--- config.mk ---
export PLATFORM = sky130hd
export DESIGN_NAME = rv32i_decode_regs_flat
export DESIGN_NICKNAME = d
export VERILOG_FILES = /design/src/rtl/rv32i_decode_regs_if.sv /design/src/rtl/rv32i_decode_regs.sv /design/src/flat_wrapper.sv
export SDC_FILE = /design/constraint.sdc
export NUM_CORES = 1
export LEC_CHECK = 0
export ABC_CLOCK_PERIOD_IN_PS = 5750
export CORE_MARGIN = 3
export CORE_UTILIZATION = 55
export CTS_CLUSTER_SIZE = 14
export DETAILED_ROUTE_END_ITERATION = 10
export PLACE_DENSITY_LB_ADDON = 0.3
export SLEW_MARGIN = 20
export SYNTH_ARGS = -nofsm -noshare
export SYNTH_HDL_FRONTEND = slang
export SYNTH_SLANG_ARGS = --single-unit
--- constraint.sdc ---
create_clock -name clk -period 5.75 [get_ports clk]
set_input_delay 1.15 -clock clk [delete_from_list [all_inputs] [get_ports clk]]
set_output_delay 1.15 -clock clk [all_outputs]
set_load 0.01 [all_outputs]
--- src/rtl/rv32i_decode_regs_if.sv ---
// Fetch/writeback-to-decode bundle and decode-to-execute results for rv32i_decode_regs.
interface rv32i_decode_regs_if;
    logic [31:0] instr;
    logic        w_en;
    logic [4:0]  waddr;
    logic [31:0] wdata;
    logic        is_load;
    logic        is_store;
    logic        is_ui;
    logic        add_pc;
    logic        is_branch;
    logic        is_jump;
    logic        is_reg;
    logic        is_alu;
    logic [31:0] operand_a;
    logic [31:0] operand_b;
    logic [31:0] branch_dest;
    logic [4:0]  dest;
    logic [2:0]  func3;
    logic        func7;
    logic [4:0]  raddr1;
    logic [4:0]  raddr2;

    modport master (
        output instr, w_en, waddr, wdata,
        input  is_load, is_store, is_ui, add_pc, is_branch, is_jump, is_reg, is_alu,
        input  operand_a, operand_b, branch_dest, dest, func3, func7, raddr1, raddr2
    );

    modport slave (
        input  instr, w_en, waddr, wdata,
        output is_load, is_store, is_ui, add_pc, is_branch, is_jump, is_reg, is_alu,
        output operand_a, operand_b, branch_dest, dest, func3, func7, raddr1, raddr2
    );
endinterface

--- src/rtl/rv32i_decode_regs.sv ---
// RV32I decode stage: classifies instr, extracts immediates, reads a 32x32 register
// file (x0 = 0) and registers operands/fields for execute one cycle later.
module rv32i_decode_regs (
    input logic             clk,
    input logic             reset,
    rv32i_decode_regs_if.slave bus
);
    localparam logic [6:0] OPC_LOAD   = 7'b0000011;
    localparam logic [6:0] OPC_OPIMM  = 7'b0010011;
    localparam logic [6:0] OPC_AUIPC  = 7'b0010111;
    localparam logic [6:0] OPC_STORE  = 7'b0100011;
    localparam logic [6:0] OPC_OP     = 7'b0110011;
    localparam logic [6:0] OPC_LUI    = 7'b0110111;
    localparam logic [6:0] OPC_BRANCH = 7'b1100011;
    localparam logic [6:0] OPC_JALR   = 7'b1100111;
    localparam logic [6:0] OPC_JAL    = 7'b1101111;

    logic [31:0] rf_q [32];

    logic [6:0]  opcode;
    logic [4:0]  rd, rs1, rs2;
    logic [2:0]  f3;
    logic [31:0] imm_i, imm_s, imm_b, imm_j, imm_u;
    logic [31:0] rs1_val, rs2_val;

    logic        is_load_d, is_store_d, is_ui_d, add_pc_d;
    logic        is_branch_d, is_jump_d, is_reg_d, is_alu_d;
    logic [31:0] operand_a_d, operand_b_d, branch_dest_d;
    logic [4:0]  dest_d;
    logic [2:0]  func3_d;
    logic        func7_d;

    logic        is_load_q, is_store_q, is_ui_q, add_pc_q;
    logic        is_branch_q, is_jump_q, is_reg_q, is_alu_q;
    logic [31:0] operand_a_q, operand_b_q, branch_dest_q;
    logic [4:0]  dest_q;
    logic [2:0]  func3_q;
    logic        func7_q;

    assign opcode = bus.instr[6:0];
    assign rd     = bus.instr[11:7];
    assign f3     = bus.instr[14:12];
    assign rs1    = bus.instr[19:15];
    assign rs2    = bus.instr[24:20];

    assign imm_i = {{20{bus.instr[31]}}, bus.instr[31:20]};
    assign imm_s = {{20{bus.instr[31]}}, bus.instr[31:25], bus.instr[11:7]};
    assign imm_b = {{19{bus.instr[31]}}, bus.instr[31], bus.instr[7],
                    bus.instr[30:25], bus.instr[11:8], 1'b0};
    assign imm_j = {{11{bus.instr[31]}}, bus.instr[31], bus.instr[19:12],
                    bus.instr[20], bus.instr[30:21], 1'b0};
    assign imm_u = {bus.instr[31:12], 12'b0};

    // Asynchronous reads; no bypass from a same-edge write.
    assign rs1_val = (rs1 == 5'd0) ? 32'd0 : rf_q[rs1];
    assign rs2_val = (rs2 == 5'd0) ? 32'd0 : rf_q[rs2];

    assign bus.raddr1 = reset ? rs1 : 5'd0;
    assign bus.raddr2 = reset ? rs2 : 5'd0;

    always_ff @(posedge clk) begin
        if (bus.w_en && (bus.waddr != 5'd0)) begin
            rf_q[bus.waddr] <= bus.wdata;
        end
    end

    always_comb begin
        is_load_d     = 1'b0;
        is_store_d    = 1'b0;
        is_ui_d       = 1'b0;
        add_pc_d      = 1'b0;
        is_branch_d   = 1'b0;
        is_jump_d     = 1'b0;
        is_reg_d      = 1'b0;
        is_alu_d      = 1'b0;
        operand_a_d   = 32'd0;
        operand_b_d   = 32'd0;
        branch_dest_d = 32'd0;
        dest_d        = 5'd0;
        func3_d       = 3'd0;
        func7_d       = 1'b0;
        case (opcode)
            OPC_JAL: begin
                is_jump_d   = 1'b1;
                operand_a_d = imm_j;
                dest_d      = rd;
            end
            OPC_JALR: begin
                is_jump_d   = 1'b1;
                is_reg_d    = 1'b1;
                operand_a_d = rs1_val;
                operand_b_d = imm_i;
                dest_d      = rd;
                func3_d     = f3;
            end
            OPC_BRANCH: begin
                is_branch_d   = 1'b1;
                operand_a_d   = rs1_val;
                operand_b_d   = rs2_val;
                branch_dest_d = imm_b;
                func3_d       = f3;
            end
            OPC_LOAD: begin
                is_load_d   = 1'b1;
                operand_a_d = rs1_val;
                operand_b_d = imm_i;
                dest_d      = rd;
                func3_d     = f3;
            end
            OPC_STORE: begin
                is_store_d    = 1'b1;
                operand_a_d   = rs1_val;
                operand_b_d   = rs2_val;
                branch_dest_d = imm_s;
                func3_d       = f3;
            end
            OPC_OPIMM: begin
                is_alu_d    = 1'b1;
                operand_a_d = rs1_val;
                dest_d      = rd;
                func3_d     = f3;
                // Shifts carry shamt in the immediate and the arith/logical bit in instr[30].
                if (f3 == 3'b001 || f3 == 3'b101) begin
                    operand_b_d = {27'd0, bus.instr[24:20]};
                    func7_d     = bus.instr[30];
                end else begin
                    operand_b_d = imm_i;
                end
            end
            OPC_OP: begin
                is_alu_d    = 1'b1;
                operand_a_d = rs1_val;
                operand_b_d = rs2_val;
                dest_d      = rd;
                func3_d     = f3;
                func7_d     = bus.instr[30];
            end
            OPC_LUI: begin
                is_ui_d     = 1'b1;
                operand_a_d = imm_u;
                dest_d      = rd;
            end
            OPC_AUIPC: begin
                is_ui_d     = 1'b1;
                add_pc_d    = 1'b1;
                operand_a_d = imm_u;
                dest_d      = rd;
            end
            default: ;
        endcase
    end

    // Decode -> execute register
    always_ff @(posedge clk or negedge reset) begin
        if (!reset) begin
            is_load_q     <= 1'b0;
            is_store_q    <= 1'b0;
            is_ui_q       <= 1'b0;
            add_pc_q      <= 1'b0;
            is_branch_q   <= 1'b0;
            is_jump_q     <= 1'b0;
            is_reg_q      <= 1'b0;
            is_alu_q      <= 1'b0;
            operand_a_q   <= 32'd0;
            operand_b_q   <= 32'd0;
            branch_dest_q <= 32'd0;
            dest_q        <= 5'd0;
            func3_q       <= 3'd0;
            func7_q       <= 1'b0;
        end else begin
            is_load_q     <= is_load_d;
            is_store_q    <= is_store_d;
            is_ui_q       <= is_ui_d;
            add_pc_q      <= add_pc_d;
            is_branch_q   <= is_branch_d;
            is_jump_q     <= is_jump_d;
            is_reg_q      <= is_reg_d;
            is_alu_q      <= is_alu_d;
            operand_a_q   <= operand_a_d;
            operand_b_q   <= operand_b_d;
            branch_dest_q <= branch_dest_d;
            dest_q        <= dest_d;
            func3_q       <= func3_d;
            func7_q       <= func7_d;
        end
    end

    assign bus.is_load     = is_load_q;
    assign bus.is_store    = is_store_q;
    assign bus.is_ui       = is_ui_q;
    assign bus.add_pc      = add_pc_q;
    assign bus.is_branch   = is_branch_q;
    assign bus.is_jump     = is_jump_q;
    assign bus.is_reg      = is_reg_q;
    assign bus.is_alu      = is_alu_q;
    assign bus.operand_a   = operand_a_q;
    assign bus.operand_b   = operand_b_q;
    assign bus.branch_dest = branch_dest_q;
    assign bus.dest        = dest_q;
    assign bus.func3       = func3_q;
    assign bus.func7       = func7_q;
endmodule

--- src/flat_wrapper.sv ---
// flat-port wrapper written by rule: the top's interface ports become plain ports
module rv32i_decode_regs_flat 
  (clk, reset, bus_instr, bus_w_en, bus_waddr, bus_wdata, bus_is_load, bus_is_store, bus_is_ui, bus_add_pc, bus_is_branch, bus_is_jump, bus_is_reg, bus_is_alu, bus_operand_a, bus_operand_b, bus_branch_dest, bus_dest, bus_func3, bus_func7, bus_raddr1, bus_raddr2);
  rv32i_decode_regs_if bus_i ();
  input logic clk;
  input logic reset;
  input wire logic [$bits(bus_i.instr)-1:0] bus_instr;
  input wire logic [$bits(bus_i.w_en)-1:0] bus_w_en;
  input wire logic [$bits(bus_i.waddr)-1:0] bus_waddr;
  input wire logic [$bits(bus_i.wdata)-1:0] bus_wdata;
  output wire logic [$bits(bus_i.is_load)-1:0] bus_is_load;
  output wire logic [$bits(bus_i.is_store)-1:0] bus_is_store;
  output wire logic [$bits(bus_i.is_ui)-1:0] bus_is_ui;
  output wire logic [$bits(bus_i.add_pc)-1:0] bus_add_pc;
  output wire logic [$bits(bus_i.is_branch)-1:0] bus_is_branch;
  output wire logic [$bits(bus_i.is_jump)-1:0] bus_is_jump;
  output wire logic [$bits(bus_i.is_reg)-1:0] bus_is_reg;
  output wire logic [$bits(bus_i.is_alu)-1:0] bus_is_alu;
  output wire logic [$bits(bus_i.operand_a)-1:0] bus_operand_a;
  output wire logic [$bits(bus_i.operand_b)-1:0] bus_operand_b;
  output wire logic [$bits(bus_i.branch_dest)-1:0] bus_branch_dest;
  output wire logic [$bits(bus_i.dest)-1:0] bus_dest;
  output wire logic [$bits(bus_i.func3)-1:0] bus_func3;
  output wire logic [$bits(bus_i.func7)-1:0] bus_func7;
  output wire logic [$bits(bus_i.raddr1)-1:0] bus_raddr1;
  output wire logic [$bits(bus_i.raddr2)-1:0] bus_raddr2;
  assign bus_i.instr = bus_instr;
  assign bus_i.w_en = bus_w_en;
  assign bus_i.waddr = bus_waddr;
  assign bus_i.wdata = bus_wdata;
  assign bus_is_load = bus_i.is_load;
  assign bus_is_store = bus_i.is_store;
  assign bus_is_ui = bus_i.is_ui;
  assign bus_add_pc = bus_i.add_pc;
  assign bus_is_branch = bus_i.is_branch;
  assign bus_is_jump = bus_i.is_jump;
  assign bus_is_reg = bus_i.is_reg;
  assign bus_is_alu = bus_i.is_alu;
  assign bus_operand_a = bus_i.operand_a;
  assign bus_operand_b = bus_i.operand_b;
  assign bus_branch_dest = bus_i.branch_dest;
  assign bus_dest = bus_i.dest;
  assign bus_func3 = bus_i.func3;
  assign bus_func7 = bus_i.func7;
  assign bus_raddr1 = bus_i.raddr1;
  assign bus_raddr2 = bus_i.raddr2;
  rv32i_decode_regs u_core (.clk(clk), .reset(reset), .bus(bus_i));
endmodule
==> summary by stage, run 1 <==
STA
The worst clock skew on the final layout is 24.8 ps. In this run the tightest slew margin relative to its limit is 18.7%. Setup violations remaining at the end of the flow were counted as 0. The setup slack of the critical path after layout is 1610 ps. The final hold violation count is 0. The upper clock frequency limit is 242 MHz. Setup repair after global routing left no endpoint under its margin. The worst path uses 72.0% of the clock period.

The count of pins over their slew limit is 0. The pin slew with the least headroom to its limit is 1220 ps. Counting I/O delays and the setup requirement, the final critical path takes 4140 ps. Adding up every negative setup slack in the final design gives 0 ps.

Critical path
The launching element type of the critical path is a primary input. The endpoint identified for the worst register-to-register timing path is u_core.bus.operand_b[28]. The critical path in this run is classified as primary input to primary output. The startpoint identified for the worst register-to-register timing path is u_core.rf_q[1][28].

STA puts the critical path data arrival time at 2990 ps. The worst-case reg-to-reg path depth is 6. The required time at the worst-slack endpoint is 4600 ps. The endpoint class of the critical path is a primary output. The reg-to-reg setup timing slack is 3640 ps. The largest fanout on the critical path is 6. The cell type of the slowest stage on the worst timing path is sky130_fd_sc_hd__clkdlybuf4s50_1.

The maximum single-stage delay on the critical path is 820 ps. Traced cell by cell, the critical path runs through clkdlybuf4s50_1, buf_4, and2_1, clkdlybuf4s50_1. The dominant cell type by count on the critical path is sky130_fd_sc_hd__clkdlybuf4s50_1.

Synthesis
In this run, synthesis produced a sequential element count of 1117. The synthesized design contains 1023 enable-type register cells. The count of different cell masters after synthesis is 53.

The cell type with the highest aggregate area in the netlist is sky130_fd_sc_hd__edfxtp_1. After synthesis, flip-flops and latches occupy 65.3% of the total area. After synthesis, the cell types taking the most area are sky130_fd_sc_hd__edfxtp_1 61%, sky130_fd_sc_hd__mux4_2 21%, sky130_fd_sc_hd__dfrtp_1 4.6%. The total of warnings raised by yosys is 0.

For this run, the leading register cell type out of synthesis is sky130_fd_sc_hd__edfxtp_1. Counting instances in the post-synthesis netlist gives the leading cell types as 1023 x sky130_fd_sc_hd__edfxtp_1, 473 x sky130_fd_sc_hd__mux4_2, 146 x sky130_fd_sc_hd__mux2i_1. The post-synthesis cell area is 0.0506 mm2. The library cell with the highest instance count after synthesis is sky130_fd_sc_hd__edfxtp_1. The share of synthesized flip-flops with an asynchronous set or reset is 8.42%. After technology mapping, the gate count stands at 2641. The average instance in the mapped netlist occupies 19.2 um2. Of the post-synthesis cell area, the dominant cell type holds 60.7%.

Run
The tool flagged a number of max-cap violations equal to 0.

Cells and area
The number of inserted filler cells in the final layout is 5998. The number of flip-flops under the largest register name is 1023. The register containing the most flip-flops in the final layout is u_core.rf_q. Summing all flip-flop and latch instances after layout gives 0.0331 mm2. From synthesis to final layout, the design area changed by 14.4%. The area occupied by multi-input gates is 0.0168 mm2. At the end of the flow, the number of nets in the layout was 2930. Leaving out filler cells and counting taps, the final layout contains 4134. The ratio of cells with drive above 1 in the final layout is 29.1%.

CTS
Clock tree synthesis inserted a total of 111 buffers. The source-to-sink clock delay at the later pin of the worst-skew pair is 690 ps. The number of buffers added to fix hold violations after cts is 0. The cell at the root of the clock tree is sky130_fd_sc_hd__clkbuf_16. The number of H-tree levels is 3. The number of setup buffers added after CTS is 0. No sink is reached through more buffers than the 3 on the longest clock path. The clock sink total is 1117. The number of gates resized after CTS was 0. The CTS tree is done. After clock tree synthesis, the clock-pin slew on the worst setup and hold paths is 60 ps.

Drt
In the final routed layout, each cell accounts on average for 38.1 um. For this block, the initial DRC count from the detailed router was 5100. The detailed-routing iteration count for the pre-antenna-repair pass is 6. For this run, design rule violations remaining after detail routing come to 0. For this block, the routed nets add up to 158000 um of wire. The count of nets left with antenna violations once routing finished came out at 0. Using the TritonRoute via totals, the vias-per-cell ratio works out to 7.44. Summing over every cut layer, the via total after detailed routing is 30760.

Hold path
The path class of the lowest-slack min-delay path is primary input to async pin.

Power
The worst ir drop on vdd is 0.252 mV. For this design the ratio of total power to cell area is 310 mW/mm2. The standby leakage power is 0.0190 uW.

GRT
The remaining global-route overflow is 0. The number of global-route vias before repair is 31213. The number of antenna violations at the first check in global routing is 6.

The global-route wire length before repair is 224000 um. In the global route stage, overall resource usage came out at 33.2%. Entering global routing, the biggest net connects 102 pins.

Placement
Prior to clock tree synthesis, the placed netlist has a worst setup slack of 1290 ps. The number of placed instances with taps included is 3921. Routability-driven placement finished with a final weighted congestion of 0.871. The HPWL after detailed placement is 94600 um. The count of buffers added on input and output ports is 194.

Die
The die covers 0.0957 mm2. The starting density of the core is 55.8%. The standard cell core area is 0.0907 mm2.

The floorplan has 110 rows. The overall die width is 309 um. The die boundary height is 309 um.

The number of placed I/O pins is 195.

Outcome
The run finished with clean final reports.
-- report_power, final --
group | internal [uW] | total [uW] | switching, uW
Sequential | 8990 | 9050 | 55.1
Combinational | 594 | 1440 | 844
Clock | 4360 | 7470 | 3110
Total | 13900 | 18000 | 4010
-- per-stage QoR --
| stage | instance area, um2 | util [%] | hold slack, ps | power [uW] |
|---|---|---|---|---|
| floorplan | 50700 | - | 731 | 10000 |
| global placement | 54200 | 59.8 | 815 | 10600 |
| detailed placement | 54200 | 59.8 | 831 | 10600 |
| CTS | 58000 | 63.9 | 521 | 18000 |
| global route | 57900 | 63.9 | 555 | 18400 |
| finish | 57900 | 63.9 | 537 | 18000 |
-- placed cells by master, fill, tap and decap left out, types with 7 or more instances in the layout --
cell type / count
sky130_fd_sc_hd__a211o_1: 7
sky130_fd_sc_hd__a211oi_1: 18
sky130_fd_sc_hd__a21oi_1: 69
sky130_fd_sc_hd__a221o_1: 20
sky130_fd_sc_hd__a221oi_1: 31
sky130_fd_sc_hd__a22oi_1: 74
sky130_fd_sc_hd__a31oi_1: 14
sky130_fd_sc_hd__and2_1: 29
sky130_fd_sc_hd__buf_12: 14
sky130_fd_sc_hd__buf_2: 15
sky130_fd_sc_hd__buf_4: 89
sky130_fd_sc_hd__bufinv_16: 14
sky130_fd_sc_hd__clkbuf_1: 17
sky130_fd_sc_hd__clkbuf_16: 113
sky130_fd_sc_hd__clkbuf_8: 12
sky130_fd_sc_hd__clkdlybuf4s50_1: 171
sky130_fd_sc_hd__clkinv_1: 19
sky130_fd_sc_hd__clkinv_2: 22
sky130_fd_sc_hd__conb_1: 31
sky130_fd_sc_hd__dfrtp_1: 94
sky130_fd_sc_hd__diode_2: 7
sky130_fd_sc_hd__edfxtp_1: 1023
sky130_fd_sc_hd__mux2_2: 41
sky130_fd_sc_hd__mux2i_1: 146
sky130_fd_sc_hd__mux4_2: 473
sky130_fd_sc_hd__nand2_1: 66
sky130_fd_sc_hd__nand3_1: 44
sky130_fd_sc_hd__nand4_1: 18
sky130_fd_sc_hd__nor2_1: 35
sky130_fd_sc_hd__nor2_4: 33
sky130_fd_sc_hd__nor2b_1: 22
sky130_fd_sc_hd__nor3_1: 8
sky130_fd_sc_hd__o211ai_1: 17
sky130_fd_sc_hd__o21ai_0: 50
sky130_fd_sc_hd__o21ai_1: 11
sky130_fd_sc_hd__or3_1: 13
-- cell type report --
type                    instances  area share, %
clock inverters                65           1.20
well taps                    1176           2.54
diodes                          7         0.0302
clock buffers                 141           5.25
repair buffers                296           4.88
multi-input cells            1326           29.0
flip-flops and latches       1117           57.1
inverters                       6         0.0389
-- worst max-delay path: cells and delay by family --
| family | cells | cell delay (ps) |
|---|---|---|
| simple gates | 1 | 160 |
| buf+inv | 3 | 1670 |
-- cell families after synthesis --
kind of cell / synth area share (%)
flip-flops: 65.3
AO/OA/AOI/OAI: 4.55
other: 0.00741
multiplexers: 24.8
buffers and inverters: 2.36
AND/OR/NAND/NOR: 2.93
-- routing by layer --
metal,GRT usage [%],vias up,part of all wire [%]
li1,-,11634,-
met1,45.2,16071,35
met2,51.6,2611,47
met3,8.89,442,13
met4,14.0,2,4.6
met5,0,-,0.0076
-- how the worst max path moves through the flow --
stage	from	endpoint	slack, ps	cells after the start
detailed placement	bus_instr[2]	u_core.bus.operand_a[19]	1290	6
global placement	bus_instr[2]	u_core.bus.operand_a[19]	1340	6
floorplan	bus_instr[18]	bus_raddr1[3]	2180	5
global route	bus_instr[24]	bus_raddr2[4]	1580	4
finish	bus_instr[24]	bus_raddr2[4]	1610	4
CTS	bus_instr[24]	bus_raddr2[4]	1650	4
(Power assumes the default switching activity.)
==> run 2, diff against run 1 <==
--- a/config.mk
+++ b/config.mk
@@ -5,7 +5,7 @@
 export SDC_FILE = /design/constraint.sdc
 export NUM_CORES = 1
 export LEC_CHECK = 0
-export ABC_CLOCK_PERIOD_IN_PS = 5750
+export ABC_CLOCK_PERIOD_IN_PS = 3400
 export CORE_MARGIN = 3
 export CORE_UTILIZATION = 55
 export CTS_CLUSTER_SIZE = 14
==> constraint.sdc (replaced) <==
create_clock -name clk -period 3.4 [get_ports clk]
set_input_delay 0.68 -clock clk [delete_from_list [all_inputs] [get_ports clk]]
set_output_delay 0.68 -clock clk [all_outputs]
set_load 0.01 [all_outputs]
==> run 2 against run 1 <==
Routed wire length fell by 0.11%. Setup slack got worse by 1300 ps. Largest power group unchanged. Global-route usage barely moved. Cell area rose by 2.5%. Sequential share of layout area is 1.4 points lower. Worst hold slack got worse by 32 ps. First-iteration DRC count up 9.3%.
==> summary by stage, run 2 (synthesized netlist as in run 1, its figures left out) <==
STA
Setup repair after global routing left no endpoint under its margin. The worst hold slack after final layout is 505 ps. The count of pins over their slew limit is 0.

The final critical-path required period is 3110 ps. Of the available clock period, the critical path in the final layout requires 91.4%. The pin slew with the least headroom to its limit is 1110 ps. For the final database, setup skew stands at 42.2 ps. Measured against its own limit, the worst slew margin works out to 26.0%. Adding up every negative setup slack in the final design gives 0 ps. The final hold violation count was 0. The upper clock frequency limit is 322 MHz. The final setup violation count is 0.

Critical path
The arrival time of the worst setup path is 2430 ps. By startpoint and endpoint, the worst setup path is classified as primary input to primary output. STA classifies the critical path endpoint as a primary output. STA puts the critical path data required time at 2720 ps. The worst setup path is launched from a primary input.

The largest fanout on the critical path is 42. The reg-to-reg setup timing slack is 1300 ps.

Power
The standby leakage power is 0.0197 uW. The power share of the sequential group is 49.7%. The proportion of total power due to net switching is 22.1%.

The proportion of power drawn by the clock network is 42.1%. In this run, the combinational gates consume 8.2% of the power. The cell-internal power is 24000 uW. In this run the power density over the cells is 518 mW/mm2. The net switching power of the design is 6810 uW. VDD sags by at most 0.470 mV.

GRT
Global routing finished with a remaining overflow of 0. The largest net degree at the start of global routing is 54. Global routing used 33.2% of the available tracks. The global-route wire length before repair is 224000 um. The number of antenna violations at the first check in global routing came to 4. The number of global-route vias before repair is 31630.

CTS
The source-to-sink clock delay at the later pin of the worst-skew pair is 700 ps. The quantity of gates resized following cts is 0. Counting along the longest clock path gives a buffer depth of 3.

TritonCTS built the clock tree. The number of H-tree levels is 3. The number of setup buffers added after CTS is 0.

The cell at the root of the clock tree is sky130_fd_sc_hd__clkbuf_16. The number of buffers added to fix hold violations after cts is 1. TritonCTS created 111 clock buffers. Clock-pin slew was measured on the worst setup and hold paths at 60 ps. The tree built by TritonCTS fans out to 1117 sinks.

Drt
The first TritonRoute pass finished after 6 iterations. The routed via count divided by cell count is 7.35. The total length of routed wires is 157000 um. The detailed-route via count is 31162.

The number of DRC violations after detailed-routing iteration 0 is 5575. The wire length per cell after detailed routing is 37.1 um. The post-route antenna net violation count is 0. The DRC violation count after routing is 0.

Cells and area
The synthesis-to-layout area growth is 17.3%. Counting flops per register, the top entry is u_core.rf_q. The core occupancy in the finished layout is 65.5%. The register with the most flip-flops in the layout has 1023 of them. The most frequent standard cell in the layout excluding fill and tap cells is sky130_fd_sc_hd__edfxtp_1. The filler cells instantiated in the layout total 5782. The library cells used most frequently in the layout, excluding fill and tap cells, are 1023 x sky130_fd_sc_hd__edfxtp_1, 473 x sky130_fd_sc_hd__mux4_2, 179 x sky130_fd_sc_hd__clkdlybuf4s50_1, 153 x sky130_fd_sc_hd__buf_4, 146 x sky130_fd_sc_hd__mux2i_1.

Leaving out filler cells and counting taps, the final layout contains 4242. The net count of the finished layout is 3037. Cells with a size suffix above 1 make up 31.2% of the layout.

Placement
The quantity of I/O buffers inserted on ports is 194. The global placer's final weighted congestion is 0.894. After legalization and detailed placement, the total HPWL measured 94500 um. Once placement completed, the tool counted placed cells totaling 4027.

Die
195 I/O pins were placed. The floorplan step set the die width to 309 um. The die boundary height is 309 um. The floorplan has 110 rows. The starting density of the core is 55.8%. The floorplan step defined a die boundary enclosing 0.0957 mm2. The standard cell core area is 0.0907 mm2.

Hold path
The worst hold path belongs to the class primary input to async pin.

Outcome
The flow ran to the end, and the final reports show no timing, DRC or antenna violations.

Run
Max-cap violations in this run came to 0.
[run 2: final timing paths]
| kind | depth (start not counted) | endpoint | startpoint |
|---|---|---|---|
| max in group asynchronous | 3 | u_core.bus.operand_b[0] | reset |
| max | 4 | bus_raddr2[4] | reset |
| min in group clk | 1 | u_core.rf_q[18][12] | bus_wdata[12] |
| max reg2reg | 4 | u_core.bus.operand_b[31] | u_core.rf_q[15][31] |
| min | 2 | u_core.bus.operand_b[9] | reset |
| min reg2reg | 4 | u_core.bus.operand_b[24] | u_core.rf_q[2][24] |
[run 2: power groups by stage]
stage	Combinational, uW	Clock (uW)	Sequential (uW)
floorplan	1430	0	15600
global placement	2430	0	15600
detailed placement	2480	0	15600
CTS	2490	13000	15300
global route	2630	13600	15300
finish	2530	12900	15300
[run 2: layout make-up]
cell class | instances | area, um2 | share of cell area [%]
sequential | 1117 | 33100 | 55.7
multi-input combinational | 1326 | 16800 | 28.2
tap | 1176 | 1470 | 2.48
timing repair buffer | 403 | 4200 | 7.07
clock inverter | 60 | 768 | 1.29
inverter | 6 | 22.5 | 0.0379
antenna | 5 | 12.5 | 0.0211
clock buffer | 149 | 3080 | 5.19
[run 2: per-stage QoR]
step                total power, uW  setup WS, ps  cell area [um2]
floorplan                     17000           478            50700
global placement              18000           160            55600
detailed placement            18100           203            55600
CTS                           30800           281            59400
global route                  31500           213            59400
finish                        30800           294            59400
[run 2: metal layers]
metal | track usage, % | part of all wire [%]
met2 | 50.2 | 46
met1 | 45.1 | 34
met5 | 0 | 0.0083
met4 | 16.3 | 5.4
met3 | 9.50 | 14
[run 2: critical path: stages]
cell	delay [ps]
sky130_fd_sc_hd__dlygate4sd3_1	540
sky130_fd_sc_hd__buf_6	400
sky130_fd_sc_hd__and2_1	240
sky130_fd_sc_hd__clkdlybuf4s50_1	550
